### src/rtl/spi_slave_frame.sv
// SPI slave frame interface: synchronises the SPI pins into the clk domain,
// receives a CMD_W-bit command MSB first and shifts back a RSP_W-bit response
// in the same transaction. Supports all four CPOL/CPHA modes and flags frames
// whose bit count differs from CMD_W.
module spi_slave_frame #(
   parameter int unsigned CMD_W       = 56,
   parameter int unsigned RSP_W       = 48,
   parameter int unsigned CPOL        = 0,
   parameter int unsigned CPHA        = 0,
   parameter int unsigned SYNC_STAGES = 2
) (
   input  logic             clk,
   input  logic             nrst,
   input  logic             spi_clk,
   input  logic             spi_ss,
   input  logic             spi_mosi,
   output logic             spi_miso,
   output logic [CMD_W-1:0] cmd_read,
   input  logic [RSP_W-1:0] cmd_write,
   output logic             valid,
   output logic             frame_err,
   output logic             busy
);

   localparam int unsigned CNT_W    = $clog2(CMD_W + 2);
   localparam logic        SCK_IDLE = (CPOL != 0);

   typedef enum logic [1:0] {IDLE, ACTIVE, DONE} state_t;

   state_t                 state;
   logic [SYNC_STAGES-1:0] sck_sync;
   logic [SYNC_STAGES-1:0] ss_sync;
   logic [SYNC_STAGES-1:0] mosi_sync;
   logic [SYNC_STAGES-1:0] fill;
   logic                   sck_s;
   logic                   ss_s;
   logic                   mosi_s;
   logic                   last_sck;
   logic                   last_ss;
   logic                   armed;
   logic                   lead_seen;
   logic [CMD_W-1:0]       in_reg;
   logic [CMD_W-1:0]       out_reg;
   logic [CNT_W-1:0]       bit_cnt;
   logic                   sck_rise;
   logic                   sck_fall;
   logic                   lead_edge;
   logic                   trail_edge;
   logic                   sample_edge;
   logic                   shift_edge;
   logic                   ss_fall;
   logic                   ss_rise;

   // Input synchronisers; fill tracks when the last stage holds real pin data.
   always_ff @(posedge clk) begin
      if (!nrst) begin
         sck_sync  <= '1;
         ss_sync   <= '1;
         mosi_sync <= '1;
         fill      <= '0;
      end else begin
         sck_sync  <= {sck_sync[SYNC_STAGES-2:0], spi_clk};
         ss_sync   <= {ss_sync[SYNC_STAGES-2:0], spi_ss};
         mosi_sync <= {mosi_sync[SYNC_STAGES-2:0], spi_mosi};
         fill      <= {fill[SYNC_STAGES-2:0], 1'b1};
      end
   end

   assign sck_s  = sck_sync[SYNC_STAGES-1];
   assign ss_s   = ss_sync[SYNC_STAGES-1];
   assign mosi_s = mosi_sync[SYNC_STAGES-1];

   // Edge detection and mapping of SCK edges onto sample/shift roles.
   always_comb begin
      sck_rise    = ~last_sck & sck_s;
      sck_fall    = last_sck & ~sck_s;
      lead_edge   = (CPOL != 0) ? sck_fall : sck_rise;
      trail_edge  = (CPOL != 0) ? sck_rise : sck_fall;
      sample_edge = (CPHA != 0) ? trail_edge : lead_edge;
      shift_edge  = (CPHA != 0) ? lead_edge : trail_edge;
      // A falling SS only counts once SS has been seen high after reset, so a
      // frame already running at reset release is ignored.
      ss_fall     = armed & last_ss & ~ss_s;
      ss_rise     = ~last_ss & ss_s;
   end

   // Frame FSM: capture at SS fall, shift during the frame, report at SS rise.
   always_ff @(posedge clk) begin
      if (!nrst) begin
         state     <= IDLE;
         last_sck  <= SCK_IDLE;
         last_ss   <= 1'b1;
         armed     <= 1'b0;
         lead_seen <= 1'b0;
         in_reg    <= '0;
         out_reg   <= '0;
         bit_cnt   <= '0;
         cmd_read  <= '0;
         valid     <= 1'b0;
         frame_err <= 1'b0;
         busy      <= 1'b0;
      end else begin
         last_sck  <= sck_s;
         last_ss   <= ss_s;
         valid     <= 1'b0;
         frame_err <= 1'b0;
         if (fill[SYNC_STAGES-1] && ss_s) begin
            armed <= 1'b1;
         end
         case (state)
            IDLE: begin
               if (ss_fall) begin
                  state     <= ACTIVE;
                  busy      <= 1'b1;
                  out_reg   <= CMD_W'(cmd_write) << (CMD_W - RSP_W);
                  in_reg    <= '0;
                  bit_cnt   <= '0;
                  lead_seen <= 1'b0;
               end
            end
            ACTIVE: begin
               if (ss_rise) begin
                  state <= DONE;
                  busy  <= 1'b0;
               end else begin
                  if (sample_edge) begin
                     in_reg <= {in_reg[CMD_W-2:0], mosi_s};
                     if (bit_cnt != CNT_W'(CMD_W + 1)) begin
                        bit_cnt <= bit_cnt + 1'b1;
                     end
                  end
                  if (shift_edge) begin
                     // With CPHA=1 the first leading edge only presents the MSB.
                     if (CPHA != 0 && !lead_seen) begin
                        lead_seen <= 1'b1;
                     end else begin
                        out_reg <= {out_reg[CMD_W-2:0], 1'b0};
                     end
                  end
               end
            end
            DONE: begin
               state <= IDLE;
               if (bit_cnt == CNT_W'(CMD_W)) begin
                  cmd_read <= in_reg;
                  valid    <= 1'b1;
               end else begin
                  frame_err <= 1'b1;
               end
            end
            default: state <= IDLE;
         endcase
      end
   end

   assign spi_miso = busy & out_reg[CMD_W-1];

endmodule

### config.mk
export PLATFORM = sky130hd
export DESIGN_NAME = spi_slave_frame
export DESIGN_NICKNAME = d
export VERILOG_FILES = /design/src/rtl/spi_slave_frame.sv
export SDC_FILE = /design/constraint.sdc
export NUM_CORES = 1
export LEC_CHECK = 0
export ABC_AREA = 1
export BUFFER_PORTS_ARGS = -buffer_cell sky130_fd_sc_hd__buf_2
export CELL_PAD_IN_SITES_DETAIL_PLACEMENT = 0
export CELL_PAD_IN_SITES_GLOBAL_PLACEMENT = 1
export CORE_UTILIZATION = 35
export DETAILED_ROUTE_END_ITERATION = 16
export PLACE_DENSITY = 0.82
export SKIP_LAST_GASP = 1
export SYNTH_ARGS = -nofsm -noshare
export SYNTH_HDL_FRONTEND = slang
export SYNTH_SLANG_ARGS = --single-unit
### constraint.sdc
create_clock -name clk -period 3.3 [get_ports clk]
set_input_delay 0.165 -clock clk [delete_from_list [all_inputs] [get_ports clk]]
set_output_delay 0.165 -clock clk [all_outputs]
set_load 0.005 [all_outputs]
==> flow_metrics.tcl, run 1 <==
set metrics [dict create \
    ys_ff_latch 182 \
    nFillCells 2151 \
    insertion_delay_ns 0.44 \
    area_delta_synth_final_pct 16.35 \
    clock_sinks 182 \
    diodes 0 \
    vias 5933 \
    ioPinCount 113 \
    clkTransAtPathRegs_ns 0.07 \
    totalWireLength_mm 15.80 \
    drc 0 \
    finalSetupTns_ns 0 \
    grt_first_pass_wirelength_mm 26.49 \
    placed_area_sq_mm 0.007622 \
    vias_per_cell 4.495 \
    fin_crit_ns 2.118 \
    die-area_sq_mm 0.02081 \
    core_area_sq_mm 0.01965 \
    setup_violations 0 \
    num_rows 51 \
    yosysSeqAreaShare 0.5143 \
    die_w_um 144.3 \
    instances_no_fill 1320 \
    post_cts_resized 0 \
    start_util 0.3605 \
    synth_edf_count 0 \
    final_common_cell "nor2_1" \
    gp_congestion 0.7306 \
    rsz0062_at_grt "no" \
    antenna_found_initial 0 \
    final_cell_mix "nor2_1 (273), nand2_1 (222), dfxtp_1 (182), buf_2 (111), o21ai_0 (85)" \
    grt_remaining_overflow 0 \
    hold_viol_final 0 \
    firstDrtPassIters 4 \
    fin_worst_skew_ns 0.01297 \
    max_freq_mhz 472.2 \
    design_area_sq_mm 0.008243 \
    drv_cap 0 \
    final_max_slew_viol_count 0 \
    clockBufferDepth 2 \
    endpoint_kind "flop" \
    finalNetCount 1098 \
    grt_use_total 0.1614 \
    cp.required_ns 3.56 \
    status "completed" \
    arrival_ns 2.38 \
    synth_area_per_cell_sq_um 7.356 \
    cts_root_buf "clkbuf_16" \
    crit_path_start_kind "flop" \
    portBuffers 112 \
    synthesis.nets 1019 \
    powerDensity_mw_per_mm2 544.4 \
    power_w 0.004487 \
    layout-drive-gt1-share 0.1659 \
    post_drt_wl_per_cell_um 11.97 \
    htreeDepth 4 \
    numCtsBuffers 17 \
    grt_max_degree 82 \
    synth_cell_types 29 \
    leakage_nw 3.691 \
    holdCritPathClass "input pin to flop" \
    placedCellCount 1284 \
    first_global_vias 5531 \
    worst-setup-path-type "flop to flop" \
    syn_inst 963 \
    crit_fanout 56 \
    async_flop_share 0 \
    whs_ns 0.04749 \
    ys.warnings.count 0 \
    cts_tree "yes" \
    peakVddDrop_mv 0.3196 \
    drt_iter0_drc 412 \
    tightestPinTransition_ns 1.075 \
    min_period_over_period 0.6417 \
    die_h_um 144.3 \
    place_hpwl_mm 9.446 \
    maxSlewHeadroom 0.2807 \
    synth_ff_type "dfxtp_1" \
    drtAntennaViolNets 0 \
    syn_area_sq_mm 0.007084 \
]
[worst max-delay path, stage by stage, from the launching register on]
cell,delay (ns)
dfxtp_1,0.33
inv_1,0.07
nand2_2,0.28
inv_2,0.12
nand2_4,0.11
nand2_2,0.07
nand2_2,0.78
a21oi_1,0.17
[metal layers]
layer  GRT usage  vias to the layer above  wire (um)
met4     0.06870                        0        244
met3     0.03444                       16        508
met1      0.2096                     2648       7930
li1            -                     3191          -
met2      0.2583                       78       7112
met5           0                        -          0
[per-stage QoR]
step	setup slack, ns	utilization
3_5_place_dp	1.165	0.3878
3_3_place_gp	1.184	0.3878
4_1_cts	1.142	0.4194
5_1_grt	0.8417	0.4194
2_1_floorplan	1.922	-
6_report	1.182	0.4194
[power by group]
group / internal [W] / total [W] / switching [W]
clock network: 0.00102 / 0.00200 / 0.000989
registers: 0.00224 / 0.00227 / 0.0000295
logic: 0.0000822 / 0.000211 / 0.000129
[area by class of cell]
cell class	count	area (sq um)	share of cell area
Sequential cell	182	3643	0.4420
Multi-Input combinational cell	696	2949	0.3578
Timing Repair Buffer	123	655.6	0.07954
Clock buffer	17	425.4	0.05161
Tap cell	265	331.6	0.04022
Clock inverter	15	155.1	0.01882
Inverter	22	82.58	0.01002
[cells in the mapped netlist, types with 2 or more instances]
cell type,n,area share
a21oi_1,57,0.040
a21oi_2,2,0.0025
buf_2,17,0.012
buf_4,8,0.0085
buf_6,16,0.025
clkbuf_1,19,0.010
clkbuf_2,3,0.0021
dfxtp_1,182,0.51
ha_1,3,0.0053
inv_1,17,0.0090
inv_2,5,0.0026
nand2_1,223,0.12
nand2_2,5,0.0044
nand3_1,4,0.0028
nand4_1,3,0.0026
nor2_1,273,0.14
o21ai_0,85,0.060
o21ai_1,24,0.017
or2_2,7,0.0062
[final timing paths]
path | startpoint | endpoint | slack, ns | depth (start not counted)
setup / recovery | state[1] | in_reg[45] | 1.18 | 7
hold / removal | cmd_write[22] | out_reg[30] | 0.05 | 5
setup reg to reg | state[1] | in_reg[45] | 1.18 | 7
hold reg to reg | fill[0] | fill[1] | 0.41 | 2
[repair_timing]
item | 4_1_cts | 5_1_grt
hold endpoints to repair | 4 | 0
setup endpoints to repair | 0 | 0
hold buffers | 4 | 0
setup buffers | 0 | 0
[kinds of logic after synthesis]
family          count (synthesis)  share of synthesized area
fa+ha+maj                       3                   0.005299
flops                         182                     0.5143
buf+inv                        85                    0.06976
compound gates                171                     0.1229
simple gates                  521                     0.2865
xor+xnor                        1                   0.001237
(Power assumes the default switching activity.)
==> run 2, diff against run 1 <==
--- a/config.mk
+++ b/config.mk
@@ -5,13 +5,13 @@
 export SDC_FILE = /design/constraint.sdc
 export NUM_CORES = 1
 export LEC_CHECK = 0
-export ABC_AREA = 1
+export ABC_AREA = 0
 export BUFFER_PORTS_ARGS = -buffer_cell sky130_fd_sc_hd__buf_2
 export CELL_PAD_IN_SITES_DETAIL_PLACEMENT = 0
 export CELL_PAD_IN_SITES_GLOBAL_PLACEMENT = 1
 export CORE_UTILIZATION = 35
 export DETAILED_ROUTE_END_ITERATION = 16
-export PLACE_DENSITY = 0.82
+export PLACE_DENSITY = 0.8
 export SKIP_LAST_GASP = 1
 export SYNTH_ARGS = -nofsm -noshare
 export SYNTH_HDL_FRONTEND = slang
==> constraint.sdc (replaced) <==
create_clock -name clk -period 1.7 [get_ports clk]
set_input_delay 0.085 -clock clk [delete_from_list [all_inputs] [get_ports clk]]
set_output_delay 0.085 -clock clk [all_outputs]
set_load 0.005 [all_outputs]
==> run 2 against run 1 <==
Effect of this change:
- the run now ends with negative setup slack left
- via count increased by 4.7%
- core utilization grew 2.8 points
- synthesized cell count decreased by 16%
- area after synthesis rose by 8.9%
- total power increased by 100%
- fmax grew 24%
- clock power up 110%
- non-clock buffer count is 37 higher
- register-to-register slack worse by 1.2 ns
- critical path depth did not move
- sequential share of layout area fell by 5.9 points
- die area rose by 8.8%
- largest cell class is now multi-input combinational cells
- largest power group unchanged
==> flow_metrics.tcl, run 2 <==
set metrics [dict create \
    grt_first_pass_wirelength_mm 29.58 \
    endpoint_kind "flop" \
    htreeDepth 4 \
    syn_inst 812 \
    area_delta_synth_final_pct 23.31 \
    synth_cell_types 42 \
    totalWireLength_mm 18.32 \
    holdCritPathClass "input pin to flop" \
    layout-drive-gt1-share 0.2141 \
    ff2ff_setup_slack_ns -0.002 \
    finalSetupTns_ns -0.001630 \
    synth_top_area_share 0.4721 \
    core_area_sq_mm 0.02129 \
    nFillCells 2070 \
    rsz0062_at_grt "yes" \
    synth_ff_type "dfxtp_1" \
    worstHoldStart "cmd_write[37]" \
    finalNetCount 963 \
    cts_root_buf "clkbuf_16" \
    grt_use_total 0.1627 \
    reg2reg_depth 7 \
    drv_cap 0 \
    cpPeakStageDelay_ns 0.32 \
    yosysMostFrequentCell "dfxtp_1" \
    peakVddDrop_mv 0.6423 \
    die_w_um 150.5 \
    status "finished with violations" \
    fin_worst_skew_ns 0.01025 \
    place_hpwl_mm 10.65 \
    synth_common_cells "dfxtp_1 (182), nand2_1 (116), a21boi_0 (100)" \
    setup_violations 1 \
    timing.rr.start "last_ss" \
    cts_tree "yes" \
    portBuffers 112 \
    power_frac_comb 0.045 \
    violations "negative setup slack" \
    clkTransAtPathRegs_ns 0.07 \
    synth_edf_count 0 \
    hold_viol_final 0 \
    firstDrtPassIters 4 \
    design_area_sq_mm 0.009517 \
    insertion_delay_ns 0.44 \
    r2r-end "in_reg[21]" \
    ioPinCount 113 \
    cp.required_ns 2.06 \
    drc 0 \
    max_freq_mhz 587.7 \
    synth_area_per_cell_sq_um 9.504 \
    swShare 0.2278 \
    syn_area_sq_mm 0.007717 \
    maxSlewHeadroom 0.7166 \
    synthesis.nets 868 \
    whs_path_depth 4 \
    yosysTopAreaCell "dfxtp_1" \
    p_clk_frac 0.473 \
    min_to "out_reg[45]" \
    seq_power_share 0.482 \
    min_period_over_period 1.001 \
    synthTopCellsByArea "dfxtp_1 (47%), a21boi_0 (9.7%), o211a_1 (6.2%)" \
    clockBufferDepth 2 \
    start_util 0.3625 \
    diodes 0 \
    num_rows 53 \
    drtAntennaViolNets 0 \
    leakage_nw 4.352 \
    powerDensity_mw_per_mm2 940.8 \
    die-area_sq_mm 0.02265 \
    drt_iter0_drc 340 \
    numCtsBuffers 17 \
    arrival_ns 2.06 \
    gp_congestion 0.7059 \
    tightestPinTransition_ns 0.4251 \
    switchingPower_w 0.002040 \
    grt_max_degree 86 \
    final_common_cell "dfxtp_1" \
    worstPathCellList "and2b_2, buf_4, nor3_4, buf_12, buf_6, o211ai_1, a21boi_0" \
    fin_ws_ns -0.001630 \
    vias_per_cell 5.199 \
    post_drt_wl_per_cell_um 15.33 \
    final_max_slew_viol_count 0 \
    yosysSeqAreaShare 0.4721 \
    die_h_um 150.5 \
    slowest_stage "dfxtp_1" \
    crit_path_start_kind "flop" \
    vias 6213 \
    ys.warnings.count 0 \
    antenna_found_initial 0 \
    first_global_vias 6077 \
    power.internal_w 0.006914 \
    clock_sinks 182 \
    fin_crit_ns 1.702 \
    final_cell_mix "dfxtp_1 (178), nand2_1 (116), buf_2 (111), a21boi_0 (82), nand3_1 (58)" \
    worst-setup-path-type "flop to flop" \
    crit_fanout 14 \
    ys_ff_latch 182 \
    async_flop_share 0 \
    grt_remaining_overflow 0 \
    placed_area_sq_mm 0.008621 \
    power_w 0.008953 \
]
[run 2: changes by cell type in the layout (fill, tap and decap cells not counted), sizes merged, moves of 56 or more]
cell    before  now
nor2       274    3
nand2      229  116
o21ai      109   50
a21boi       0  113
a21oi       59    2
o211ai       0   56
nand3        4   60
[run 2: worst max-delay path: cells and delay by family (launching register included)]
family	cells	cell delay (ns)
and+or+nand+nor	2	0.54
buffers and inverters	3	0.50
DFF	1	0.32
AOI/OAI and AO/OA	2	0.26
[run 2: area by class of cell]
cell class              count  area [sq um]  area share
clock buffers              18         439.2     0.04615
clock inverters            14         187.7     0.01972
inverters                   3         11.26    0.001183
multi-input cells         543          3677      0.3864
flip-flops and latches    182          3649      0.3834
well taps                 275         344.1     0.03616
repair buffers            160          1209      0.1270
[run 2: kinds of logic (layout without fill, tap and decap cells)]
family	after synthesis	in the layout	synth area share
AO/OA/AOI/OAI	278	278	0.2735
XOR/XNOR	1	1	0.001135
adder cells (fa/ha/maj)	3	3	0.004864
buffers and inverters	87	195	0.05642
flip-flops	182	182	0.4721
multiplexers	47	47	0.06096
AND/OR/NAND/NOR	214	214	0.1310
[run 2: worst max path at each step]
stage,start,endpoint,cells after the start
floorplan,bit_cnt[2],bit_cnt[3],4
global placement,state[0],in_reg[5],5
detailed placement,state[0],in_reg[23],5
CTS,state[0],in_reg[23],5
global route,ss_sync[1],in_reg[44],7
finish,last_ss,in_reg[21],7
[run 2: metal layers]
| metal | GRT usage | wire, um | vias up |
|---|---|---|---|
| met2 | 0.2730 | 8662 | 116 |
| li1 | - | - | 3093 |
| met4 | 0.05808 | 284 | 0 |
| met3 | 0.04394 | 863 | 18 |
| met5 | 0 | 0 | - |
| met1 | 0.1988 | 8509 | 2986 |
[run 2: metrics by stage]
step,hold WS [ns],utilization,setup WS (ns),cells
5_1_grt,0.01092,0.4471,-0.05177,1195
6_report,0.01345,0.4471,-0.001630,1195
3_3_place_gp,0.2726,0.4050,0.1239,1141
3_5_place_dp,0.2838,0.4050,0.08016,1141
4_1_cts,0.0005081,0.4424,0.04042,1190
2_1_floorplan,0.1127,-,0.1188,812
[run 2: timing repair]
| item | CTS | global route |
|---|---|---|
| hold endpoints to repair | 17 | 0 |
| hold buffers | 17 | 0 |
| resized for setup | 0 | 23 |
| setup endpoints to repair | 0 | 45 |
| buffers inserted | 0 | 1 |
[run 2: power groups by stage]
stage / registers, W / clock network, W / logic, W
after global routing: 0.00432 / 0.00453 / 0.000435
after global placement: 0.00442 / 0 / 0.000361
after floorplan: 0.00441 / 0 / 0.000233
after detailed placement: 0.00442 / 0 / 0.000362
final: 0.00432 / 0.00423 / 0.000403
after CTS: 0.00432 / 0.00435 / 0.000395
